<file path="src/rtl/mem_seq_pkg.sv">
// Shared types and constants for the memory access sequencer:
// FSM states, access sizes, fault causes, byte-enable patterns and lane helpers.
package mem_seq_pkg;

    localparam int CNT_W = 10;

    typedef enum logic [1:0] {
        ST_IDLE   = 2'b00,
        ST_ACCESS = 2'b01,
        ST_DONE   = 2'b10
    } state_t;

    typedef enum logic [1:0] {
        SZ_WORD = 2'b00,
        SZ_HALF = 2'b01,
        SZ_BYTE = 2'b10
    } size_t;

    localparam logic [1:0] FAULT_NONE     = 2'b00;
    localparam logic [1:0] FAULT_TIMEOUT  = 2'b01;
    localparam logic [1:0] FAULT_MISALIGN = 2'b10;

    // Byte-enable pattern at offset 0; shifted right by the lane offset.
    localparam logic [3:0] BE_BYTE = 4'b1000;
    localparam logic [3:0] BE_HALF = 4'b1100;
    localparam logic [3:0] BE_WORD = 4'b1111;

    // True when the low address bits do not suit the access size.
    function automatic logic is_misaligned(input size_t size, input logic [1:0] off);
        case (size)
            SZ_HALF: is_misaligned = off[0];
            SZ_WORD: is_misaligned = (off != 2'b00);
            default: is_misaligned = 1'b0;
        endcase
    endfunction

    // Lane offset actually used: offending low bits are dropped.
    function automatic logic [1:0] align_offset(input size_t size, input logic [1:0] off);
        case (size)
            SZ_HALF: align_offset = {off[1], 1'b0};
            SZ_WORD: align_offset = 2'b00;
            default: align_offset = off;
        endcase
    endfunction

endpackage

</file>
<file path="src/rtl/mem_lane_align.sv">
// Big-endian byte-lane steering: byte enables and replicated store data for
// the bus, plus lane selection and sign/zero extension of load data.
module mem_lane_align
    import mem_seq_pkg::*;
(
    input  logic [1:0]  offset_i,
    input  size_t       size_i,
    input  logic        sign_i,
    input  logic [31:0] store_data_i,
    input  logic [31:0] rdata_i,
    output logic [3:0]  be_o,
    output logic [31:0] wdata_o,
    output logic [31:0] load_data_o
);

    logic [1:0] off;
    assign off = align_offset(size_i, offset_i);

    // Lane enables, store replication and load extraction for the access size.
    always_comb begin
        logic [7:0]  byte_sel;
        logic [15:0] half_sel;
        be_o        = BE_WORD;
        wdata_o     = store_data_i;
        load_data_o = rdata_i;
        byte_sel    = rdata_i[31:24];
        half_sel    = rdata_i[31:16];
        case (size_i)
            SZ_BYTE: begin
                be_o    = BE_BYTE >> off;
                wdata_o = {4{store_data_i[7:0]}};
                case (off)
                    2'd0:    byte_sel = rdata_i[31:24];
                    2'd1:    byte_sel = rdata_i[23:16];
                    2'd2:    byte_sel = rdata_i[15:8];
                    default: byte_sel = rdata_i[7:0];
                endcase
                load_data_o = {{24{sign_i & byte_sel[7]}}, byte_sel};
            end
            SZ_HALF: begin
                be_o        = BE_HALF >> off;
                wdata_o     = {2{store_data_i[15:0]}};
                half_sel    = off[1] ? rdata_i[15:0] : rdata_i[31:16];
                load_data_o = {{16{sign_i & half_sel[15]}}, half_sel};
            end
            default: begin
                be_o        = BE_WORD;
                wdata_o     = store_data_i;
                load_data_o = rdata_i;
            end
        endcase
    end

endmodule

</file>
<file path="src/rtl/mem_access_sequencer.sv">
// Multi-cycle data-memory access controller: stalls the core while a load or
// store runs on a handshaked bus, aborts on timeout, returns extended load data.
// Optional macro MISALIGN_TRAP_EN: misaligned accesses fault instead of issuing.
module mem_access_sequencer
    import mem_seq_pkg::*;
#(
    parameter int unsigned TIMEOUT_CYCLES = 255
) (
    input  logic        clk,
    input  logic        rst_n,
    input  logic        MEM_WR,
    input  logic        MEM_TO_REG,
    input  logic        MEM_BYTE_OP,
    input  logic        MEM_HALFWORD_OP,
    input  logic        MEM_SIGN_EXT,
    input  logic [31:0] addr,
    input  logic [31:0] store_data,
    output logic        STALL,
    output logic [31:0] load_data,
    output logic        load_valid,
    output logic        fault,
    output logic [1:0]  fault_cause,
    output logic        bus_req,
    output logic        bus_we,
    output logic [31:0] bus_addr,
    output logic [3:0]  bus_be,
    output logic [31:0] bus_wdata,
    input  logic [31:0] bus_rdata,
    input  logic        bus_ready
);

    localparam logic [CNT_W-1:0] CNT_LAST = CNT_W'(TIMEOUT_CYCLES - 1);

    state_t           state_q, state_d;
    logic [CNT_W-1:0] cnt_q, cnt_d;
    logic [31:0]      addr_q;
    size_t            size_q;
    logic             sign_q;
    logic [31:0]      sdata_q;
    logic             we_q;
    logic             load_q;
    logic             faulted_q;
    logic [1:0]       fault_cause_q;
    logic [31:0]      load_data_q;

    logic             request;
    size_t            size_in;
    logic             accept;
    logic             misalign;
    logic             capture;
    logic             timeout;
    logic             stall_c;
    logic             in_access;
    logic [3:0]       lane_be;
    logic [31:0]      lane_wdata;
    logic [31:0]      lane_load;

    // Requests are not seen while reset is held, keeping STALL low in reset.
    assign request = (MEM_WR | MEM_TO_REG) & rst_n;
    assign size_in = MEM_BYTE_OP ? SZ_BYTE : (MEM_HALFWORD_OP ? SZ_HALF : SZ_WORD);

    mem_lane_align u_lane (
        .offset_i     (addr_q[1:0]),
        .size_i       (size_q),
        .sign_i       (sign_q),
        .store_data_i (sdata_q),
        .rdata_i      (bus_rdata),
        .be_o         (lane_be),
        .wdata_o      (lane_wdata),
        .load_data_o  (lane_load)
    );

    // Next-state, wait counter and handshake decisions for IDLE/ACCESS/DONE.
    always_comb begin
        state_d   = state_q;
        cnt_d     = cnt_q;
        accept    = 1'b0;
        misalign  = 1'b0;
        capture   = 1'b0;
        timeout   = 1'b0;
        stall_c   = 1'b0;
        in_access = 1'b0;
        case (state_q)
            ST_IDLE: begin
                if (request) begin
                    stall_c = 1'b1;
                    accept  = 1'b1;
                    cnt_d   = '0;
`ifdef MISALIGN_TRAP_EN
                    if (is_misaligned(size_in, addr[1:0])) begin
                        misalign = 1'b1;
                        state_d  = ST_DONE;
                    end else
`endif
                    begin
                        state_d = ST_ACCESS;
                    end
                end
            end
            ST_ACCESS: begin
                stall_c   = 1'b1;
                in_access = 1'b1;
                cnt_d     = cnt_q + 1'b1;
                if (bus_ready) begin
                    capture = 1'b1;
                    state_d = ST_DONE;
                end else if (cnt_q == CNT_LAST) begin
                    timeout = 1'b1;
                    state_d = ST_DONE;
                end
            end
            ST_DONE: begin
                state_d = ST_IDLE;
            end
            default: begin
                state_d = ST_IDLE;
            end
        endcase
    end

    // State, counter, latched access fields, fault status and load result.
    always_ff @(posedge clk or negedge rst_n) begin
        if (!rst_n) begin
            state_q       <= ST_IDLE;
            cnt_q         <= '0;
            addr_q        <= '0;
            size_q        <= SZ_WORD;
            sign_q        <= 1'b0;
            sdata_q       <= '0;
            we_q          <= 1'b0;
            load_q        <= 1'b0;
            faulted_q     <= 1'b0;
            fault_cause_q <= FAULT_NONE;
            load_data_q   <= '0;
        end else begin
            state_q <= state_d;
            cnt_q   <= cnt_d;
            if (accept) begin
                addr_q    <= addr;
                size_q    <= size_in;
                sign_q    <= MEM_SIGN_EXT;
                sdata_q   <= store_data;
                we_q      <= MEM_WR;
                load_q    <= MEM_TO_REG & ~MEM_WR;
                faulted_q <= misalign;
            end
            if (misalign) begin
                fault_cause_q <= FAULT_MISALIGN;
            end
            if (timeout) begin
                faulted_q     <= 1'b1;
                fault_cause_q <= FAULT_TIMEOUT;
            end
            if (capture) begin
                load_data_q <= lane_load;
            end
        end
    end

    assign STALL       = stall_c;
    assign bus_req     = in_access;
    assign bus_we      = we_q;
    assign bus_addr    = {addr_q[31:2], 2'b00};
    assign bus_be      = in_access ? lane_be : 4'b0000;
    assign bus_wdata   = lane_wdata;
    assign load_data   = load_data_q;
    assign load_valid  = (state_q == ST_DONE) & load_q & ~faulted_q;
    assign fault       = (state_q == ST_DONE) & faulted_q;
    assign fault_cause = fault_cause_q;

endmodule

</file>
<file path="config.mk">
export PLATFORM = sky130hd
export DESIGN_NAME = mem_access_sequencer
export DESIGN_NICKNAME = d
export VERILOG_FILES = /design/src/rtl/mem_seq_pkg.sv /design/src/rtl/mem_lane_align.sv /design/src/rtl/mem_access_sequencer.sv
export SDC_FILE = /design/constraint.sdc
export NUM_CORES = 1
export LEC_CHECK = 0
export CELL_PAD_IN_SITES_DETAIL_PLACEMENT = 1
export CELL_PAD_IN_SITES_GLOBAL_PLACEMENT = 2
export CORE_UTILIZATION = 25
export DETAILED_ROUTE_END_ITERATION = 16
export GPL_TIMING_DRIVEN = 1
export PLACE_DENSITY = 0.85
export SLEW_MARGIN = 5
export SYNTH_ARGS = -nofsm -noshare
export SYNTH_HDL_FRONTEND = slang
export SYNTH_SLANG_ARGS = --single-unit
</file>
<file path="constraint.sdc">
create_clock -name clk -period 4.6 [get_ports clk]
set_input_delay 0.46 -clock clk [delete_from_list [all_inputs] [get_ports clk]]
set_output_delay 0.46 -clock clk [all_outputs]
set_load 0.02 [all_outputs]
</file>
==> results of run 1 <==
[placed cells by master (no fill, tap or decap), types with 9 or more instances in the layout]
cell	n
mux2i_1	13
a21oi_1	29
o21ai_0	32
buf_4	10
dfrtp_1	115
inv_1	19
clkdlybuf4s50_1	206
nor2_1	35
a22o_1	9
o32ai_1	10
nand2_1	243
clkbuf_16	17
nor3_1	11
[sequential cells by signal, indices dropped and copies added, names as in the netlist]
name	cells
addr_q	32
load_data	32
sdata_q	32
cnt_q	10
size_q	2
state_q	2
bus_we	1
fault_cause	1
faulted_q	1
load_q	1
sign_q	1
[how the worst max path moves through the flow]
| stage | slack [ns] | to | startpoint |
|---|---|---|---|
| after floorplan | 2.40 | bus_be[0] | size_q[1] |
| after global placement | 1.49 | bus_be[1] | size_q[1] |
| after detailed placement | 1.43 | bus_be[1] | size_q[1] |
| after CTS | 0.97 | bus_be[1] | size_q[1] |
| after global routing | 0.86 | bus_be[1] | size_q[1] |
| final | 1.0 | bus_be[1] | size_q[1] |
[final cells by class]
cell class              instances  area [um^2]  share of cell area, %
flip-flops and latches        115         2880                   33.2
repair buffers                216         2140                   24.7
clock buffers                  19          453                   5.23
multi-input cells             482         2530                   29.2
inverters                      20         75.1                  0.867
well taps                     319          399                   4.61
clock inverters                13          183                   2.11
[kinds of logic (layout without fill, tap and decap cells)]
| logic type | after synthesis | after routing | synth area share (%) |
|---|---|---|---|
| compound gates | 136 | 136 | 16.2 |
| xor+xnor | 2 | 2 | 0.295 |
| buf+inv | 101 | 268 | 9.36 |
| simple gates | 321 | 321 | 22.0 |
| mux | 15 | 15 | 2.57 |
| other cells | 1 | 3 | 0.0630 |
| fa+ha+maj | 5 | 5 | 1.05 |
| flops | 115 | 115 | 48.4 |
[stage by stage]
step	utilization (%)	cells	instance area (um^2)	hold slack (ns)	setup slack [ns]
CTS	37.0	1184	8660	0.330	0.967
finish	37.0	1184	8660	0.264	0.996
detailed placement	34.3	1152	8020	0.464	1.43
global route	37.0	1184	8660	0.376	0.863
floorplan	-	698	5960	0.164	2.40
global placement	34.3	1152	8020	0.457	1.49
[where the power goes]
group          switching [mW]  internal, mW
Combinational            1.48          1.16
Clock                   0.504         0.934
Sequential              0.319          1.37
[per-layer routing]
| layer | track usage [%] | share of wire, % | wire length, um |
|---|---|---|---|
| met1 | 23.8 | 46 | 9790 |
| met3 | 4.04 | 6.0 | 1270 |
| met5 | 0 | 0 | 0 |
| met2 | 29.0 | 46 | 9880 |
| met4 | 5.18 | 1.6 | 337 |
==> results.json, run 1 <==
{
  "run_status": "completed",
  "required_ns": 4.14,
  "floorplan.rows": 56,
  "rsz0062_at_grt": "false",
  "num_vias": 5513,
  "yosys_warnings": 0,
  "drt-initial-drc-count": 222,
  "cts_max_path_buffers": 2,
  "hold_fails_final_rpt": 0,
  "route.detailed.vias_per_inst": 4.66,
  "p_leak_nw": 3.81,
  "report.final.setup_viol": 0,
  "path_depth": 8,
  "grt_start_max_net_pins": 60,
  "slew_violations": 0,
  "drt_pre_antenna_iters": 4,
  "ff2ff_setup_slack_ns": 1.86,
  "holdBufCountCts": 0,
  "number_of_antenna_violations_at_the_first_check_in_global_routing": 0,
  "crit_buf_inv": 3,
  "depth_of_the_worst_register_to_register_path": 6,
  "grt_pass1_vias": 5780,
  "synth.lib_cells_used.distinct": 53,
  "maxCapViolations": 0,
  "global_route.usage.total_pct": 17.9,
  "floorplan.initialDensity_pct": 25.4,
  "clock_tree.htree_level_count": 4,
  "wire_length_of_the_first_global_routing_pass_mm": 33.1,
  "area_of_the_mapped_netlist_um2": 5950,
  "synth_top_cells_by_count": "243 x nand2_1, 115 x dfrtp_1, 43 x buf_4, 35 x nor2_1, 32 x o21ai_0",
  "total_clock_sinks": 115,
  "die_area_um2": 24400,
  "cpMaxStageDelayCell": "clkdlybuf4s50_1",
  "die_height_um": 156,
  "worst_setup_hold_path_clk_slew_ns": 0.06,
  "detail_route.drc_violations": 0,
  "post-synth-top-count-cell": "nand2_1",
  "period_needed_ns": 3.60,
  "ant_nets": 0,
  "post-synth-top-area-cell": "dfrtp_1",
  "min_path_type": "in -> async",
  "synth_area_per_cell_um2": 8.55,
  "clk_latency_ns": 0.41,
  "synth_top_area_share_pct": 48.4,
  "port_buffers": 207,
  "nNetsFinal": 961,
  "regToRegStartpoint": "size_q[1]",
  "timing_worst_slew_pin_value_ns": 1.11,
  "pin_count": 211,
  "clock_buffers_created_by_tritoncts": 17,
  "asyncSetResetFlopFracSynth_pct": 100,
  "tns_ns": 0,
  "fmaxAchievable_ghz": 0.277,
  "worst-path-max-fanout": 26,
  "grt_overflow": 0,
  "ys_ff_latch": 115,
  "post_detailed_route_wirelength_per_cell_um": 18.0,
  "crit_path_cell_trace": "inv_1 -> ha_1 -> buf_4 -> nor2b_2 -> nor2_2 -> nand2_1 -> a31oi_1 -> clkdlybuf4s50_1",
  "type_of_destination_of_the_critical_path": "output pin",
  "routed_wirelength_mm": 21.3,
  "finalClockSkew_ns": 0.0103,
  "die_w_um": 156,
  "netlist_instances": 696,
  "post-dp-hpwl_mm": 15.0,
  "clock-root-buffer": "clkbuf_16",
  "synth_enable_flop_cells": 0,
  "finalCritPeriodShare_pct": 78.3,
  "setup.worst_path.class": "reg -> out",
  "antennaDiodeCount": 0,
  "critPathMaxStageDelay_ns": 0.69,
  "worstSetupStartpointType": "flop",
  "floorplan.core_area_um2": 23400,
  "regToRegEndpoint": "load_data[25]",
  "overall_power_of_the_completed_layout_mw": 5.77,
  "power.density_nw_per_um2": 666,
  "gpl.final_weighted_congestion": 0.803,
  "worst_path_dominant_cell_family": "buffers and inverters",
  "netlist_top_cells_area": "dfrtp_1 48%, nand2_1 15%, buf_4 5.4%, o21ai_0 2.7%, a21oi_1 2.4%",
  "final_layout_size_suffix_gt1_share_pct": 6.59,
  "postCtsSetupRepairBufs": 0,
  "max_slew_margin_pct": 26.0,
  "vdd_ir_drop_max_mv": 0.287,
  "post_cts_resize_count": 0,
  "syn2layout_area_growth_pct": 45.5,
  "tritoncts": "built",
  "filler_cell_count": 2763,
  "seq_area_frac_synth_pct": 48.4,
  "yosys_most_used_dff": "dfrtp_1",
  "timing.critical_path.arrival_ns": 3.14
}
Note: power is estimated with default switching activity, not from simulation.
==> run 2: changes to the inputs <==
clock period = 3.62 ns   (was 4.6 ns; I/O delays follow)
==> run 2 against run 1 <==
  * Cell count rose by 0.34%
  * Design area rose by 1.0%
  * Clock power rose by 36%
  * Critical path depth did not move
  * Hold slack got worse by 0.099 ns
  * Critical path type unchanged
==> results.json, run 2 (synthesized netlist as in run 1, its figures left out) <==
{
  "worstSetupStartpointType": "flop",
  "tritoncts": "built",
  "floorplan.initialDensity_pct": 25.4,
  "worst-path-max-fanout": 16,
  "global_route.usage.total_pct": 17.9,
  "vdd_ir_drop_max_mv": 0.332,
  "route.detailed.vias_per_inst": 4.71,
  "maxCapViolations": 0,
  "die_area_um2": 24400,
  "min_path_type": "in -> async",
  "slew_violations": 0,
  "depth_of_the_worst_register_to_register_path": 6,
  "finish.utilization_pct": 37.4,
  "max_slew_margin_pct": 44.0,
  "port_buffers": 207,
  "die_w_um": 156,
  "drt_pre_antenna_iters": 4,
  "worst_path_dominant_cell_family": "buffers and inverters",
  "rsz0062_at_grt": "false",
  "cpMaxStageDelayCell": "clkdlybuf4s50_1",
  "nNetsFinal": 965,
  "period_needed_ns": 3.29,
  "fmaxAchievable_ghz": 0.304,
  "clk_latency_ns": 0.42,
  "routed_wirelength_mm": 21.2,
  "antennaDiodeCount": 0,
  "p_leak_nw": 3.87,
  "post_detailed_route_wirelength_per_cell_um": 17.9,
  "overall_power_of_the_completed_layout_mw": 7.47,
  "cts_max_path_buffers": 2,
  "hold_fails_final_rpt": 0,
  "post-dp-hpwl_mm": 15.2,
  "final_layout_size_suffix_gt1_share_pct": 7.02,
  "finalClockSkew_ns": 0.0107,
  "type_of_destination_of_the_critical_path": "output pin",
  "dpl_worst_slack_ns": 0.740,
  "report.final.setup_viol": 0,
  "required_ns": 3.26,
  "timing_worst_slew_pin_value_ns": 0.840,
  "postCtsSetupRepairBufs": 0,
  "run_status": "completed",
  "path_depth": 8,
  "num_vias": 5591,
  "detail_route.drc_violations": 0,
  "ant_nets": 0,
  "syn2layout_area_growth_pct": 47.0,
  "post_cts_resize_count": 0,
  "holdBufCountCts": 0,
  "clock_tree.htree_level_count": 4,
  "floorplan.rows": 56,
  "filler_cell_count": 2737,
  "gpl.final_weighted_congestion": 0.823,
  "grt_pass1_vias": 5697,
  "holdWs_ns": 0.166,
  "floorplan.core_area_um2": 23400,
  "number_of_antenna_violations_at_the_first_check_in_global_routing": 0,
  "crit_buf_inv": 3,
  "worst_setup_hold_path_clk_slew_ns": 0.06,
  "critPathMaxStageDelay_ns": 0.66,
  "die_height_um": 156,
  "layout_commonest_cell": "nand2_1",
  "pin_count": 211,
  "tns_ns": 0,
  "total_clock_sinks": 115,
  "grt_overflow": 0,
  "drt-initial-drc-count": 266,
  "final.setup.worst_slack_ns": 0.327,
  "grt_start_max_net_pins": 64,
  "timing.critical_path.arrival_ns": 2.93,
  "most-common-layout-cells": "243 x nand2_1, 206 x clkdlybuf4s50_1, 115 x dfrtp_1",
  "clock-root-buffer": "clkbuf_16",
  "finalCritPeriodShare_pct": 91.0,
  "wire_length_of_the_first_global_routing_pass_mm": 33.0,
  "setup.worst_path.class": "reg -> out",
  "power.density_nw_per_um2": 855,
  "crit_path_cell_trace": "inv_1 -> ha_1 -> nor2b_2 -> nor2_2 -> buf_4 -> o21ai_0 -> a21oi_1 -> clkdlybuf4s50_1",
  "clock_buffers_created_by_tritoncts": 17
}
run 2: through the flow:
step	cell area, um^2	std cells
2_1_floorplan	5960	698
3_3_place_gp	8060	1156
3_5_place_dp	8060	1156
4_1_cts	8740	1188
5_1_grt	8740	1188
6_report	8740	1188
run 2: worst register-to-register path, stage by stage (launching register included):
cell	delay, ns
dfrtp_1	0.43
inv_1	0.11
ha_2	0.36
buf_4	0.37
nand2b_1	0.31
o21ai_1	0.66
o221ai_1	0.25
run 2: power by group:
part           leakage (nW)  internal [mW]  total (mW)  switching, mW
Sequential             1.42           1.75        2.16          0.418
Clock                 0.328           1.30        1.96          0.656
Combinational          2.11           1.49        3.35           1.86
Total                  3.87           4.54        7.47           2.94
run 2: path summary, 6_finish.rpt:
check,start,end,slack (ns)
worst max-delay path,size_q[1],bus_be[0],0.33
worst min-delay path,rst_n,load_data[2],0.17
worst max register to register,size_q[1],load_data[5],0.97
worst min register to register,addr_q[22],addr_q[22],0.47
max in group asynchronous,rst_n,fault_cause[0],2.13
min in group clk,addr[26],addr_q[26],0.47
run 2: per-layer routing:
layer	wire [um]	track usage (%)
met5	0	0
met4	416	5.98
met3	1280	4.49
met2	10000	28.7
met1	9480	23.4
run 2: layout make-up:
| type | count | area (um^2) | share of cell area [%] |
|---|---|---|---|
| Clock buffer | 17 | 425 | 4.87 |
| Sequential cell | 115 | 2880 | 32.9 |
| Multi-Input combinational cell | 482 | 2530 | 29.0 |
| Tap cell | 319 | 399 | 4.57 |
| Timing Repair Buffer | 220 | 2180 | 24.9 |
| Inverter | 20 | 75.1 | 0.859 |
| Clock inverter | 15 | 254 | 2.91 |
==> run 3: changes to the inputs <==
clock period = 3.5 ns   (was 3.62 ns; I/O delays follow)
==> run 3 against run 2 <==
  * Critical path depth decreased by 2
  * Cell count rose by 0.17%
  * Worst setup slack got worse by 0.032 ns
  * Global-route usage grew 0.065 points
  * Non-clock buffer count grew 2
  * Power is 1.8% lower
  * Clock skew grew 0.0017 ns
  * Clock power is 17% lower
  * Hold slack got worse by 0.011 ns
  * Die area stayed put
  * Critical path type unchanged
==> results.json, run 3 (synthesized netlist as in run 1, its figures left out) <==
{
  "hold_fails_final_rpt": 0,
  "post-dp-hpwl_mm": 15.4,
  "fmaxAchievable_ghz": 0.312,
  "most-common-layout-cells": "243 x nand2_1, 206 x clkdlybuf4s50_1, 115 x dfrtp_1",
  "dpl_worst_slack_ns": 0.746,
  "tritoncts": "built",
  "postCtsSetupRepairBufs": 0,
  "grt_overflow": 0,
  "final.setup.worst_slack_ns": 0.295,
  "holdBufCountCts": 0,
  "required_ns": 3.15,
  "crit_start": "size_q[1]",
  "setup.worst_path.class": "reg -> out",
  "period_needed_ns": 3.20,
  "timing.critical_path.arrival_ns": 2.85,
  "port_buffers": 207,
  "nNetsFinal": 967,
  "wire_length_of_the_first_global_routing_pass_mm": 33.1,
  "run_status": "completed",
  "number_of_antenna_violations_at_the_first_check_in_global_routing": 0,
  "worst-path-max-fanout": 14,
  "ff2ff_setup_slack_ns": 0.95,
  "antennaDiodeCount": 0,
  "regToRegStartpoint": "size_q[1]",
  "maxCapViolations": 0,
  "clock-root-buffer": "clkbuf_16",
  "type_of_destination_of_the_critical_path": "output pin",
  "post_detailed_route_wirelength_per_cell_um": 17.8,
  "power.density_nw_per_um2": 849,
  "clock_tree.htree_level_count": 4,
  "global_route.usage.total_pct": 18.0,
  "finish.utilization_pct": 36.9,
  "total_clock_sinks": 115,
  "num_vias": 5544,
  "ant_nets": 0,
  "tns_ns": 0,
  "layout_commonest_cell": "nand2_1",
  "worstSetupStartpointType": "flop",
  "timing_worst_slew_pin_value_ns": 0.902,
  "grt_pass1_vias": 5750,
  "gpl.final_weighted_congestion": 0.804,
  "finalClockSkew_ns": 0.0124,
  "grt_start_max_net_pins": 65,
  "syn2layout_area_growth_pct": 45.2,
  "max_slew_margin_pct": 39.9,
  "drt-initial-drc-count": 274,
  "floorplan.core_area_um2": 23400,
  "routed_wirelength_mm": 21.2,
  "cts_max_path_buffers": 2,
  "drt_pre_antenna_iters": 5,
  "finalCritPeriodShare_pct": 91.6,
  "report.final.setup_viol": 0,
  "floorplan.rows": 56,
  "worst_setup_hold_path_clk_slew_ns": 0.06,
  "min_path_type": "in -> async",
  "final_layout_size_suffix_gt1_share_pct": 7.23,
  "post_cts_resize_count": 0,
  "rsz0062_at_grt": "false",
  "die_w_um": 156,
  "die_height_um": 156,
  "clock_buffers_created_by_tritoncts": 17,
  "route.detailed.vias_per_inst": 4.66,
  "holdWs_ns": 0.155,
  "vdd_ir_drop_max_mv": 0.358,
  "clk_latency_ns": 0.41,
  "floorplan.initialDensity_pct": 25.4,
  "p_leak_nw": 3.80,
  "detail_route.drc_violations": 0,
  "pin_count": 211,
  "filler_cell_count": 2766,
  "slew_violations": 0,
  "die_area_um2": 24400
}
==> run 3: changes by cell type in the layout (fill, tap and decap cells not counted) <==
cell,delta
bufinv_16,-6
clkinv_4,-3
clkinvlp_4,+5
inv_6,+3
buf_12,+1
buf_4,+1
inv_8,+1
==> run 3: path summary, 6_finish.rpt <==
check,endpoint,depth (start not counted)
min in group clk,addr_q[26],3
max in group asynchronous,sdata_q[5],2
worst min-delay path,addr_q[11],2
worst max-delay path,bus_wdata[11],6
worst min register to register,addr_q[2],2
worst max register to register,load_data[0],6
==> run 3: where the power goes <==
| part | internal [mW] | switching [mW] | leakage, nW |
|---|---|---|---|
| clock | 0.921 | 0.699 | 0.252 |
| sequential | 1.81 | 0.434 | 1.42 |
| combinational | 1.55 | 1.93 | 2.13 |
| total | 4.27 | 3.06 | 3.80 |
==> run 3: per-stage QoR <==
stage / cell area (um^2) / power [mW] / instances
floorplan: 5960 / 4.22 / 698
global placement: 8090 / 5.70 / 1158
detailed placement: 8090 / 5.76 / 1158
CTS: 8640 / 7.43 / 1190
global route: 8640 / 7.79 / 1190
finish: 8640 / 7.34 / 1190
==> run 3: critical path: stages (launching register included) <==
cell and delay [ns]:
dfrtp_1 0.44, inv_1 0.12, ha_1 0.49, buf_4 0.25, nand2b_1 0.33, a22o_1 0.20, clkdlybuf4s50_1 0.61
==> run 3: layer usage <==
metal  GRT usage (%)  wire, um
met1            23.3      9430
met2            28.9     10100
met3            4.60      1370
met4            6.21       314
met5               0         0
==> run 3: layout make-up <==
type,instances,area [um^2],share of cell area [%]
Clock buffer,17,425,4.92
Clock inverter,15,123,1.42
Inverter,20,75.1,0.869
Multi-Input combinational cell,482,2530,29.3
Sequential cell,115,2880,33.3
Tap cell,319,399,4.62
Timing Repair Buffer,222,2210,25.6
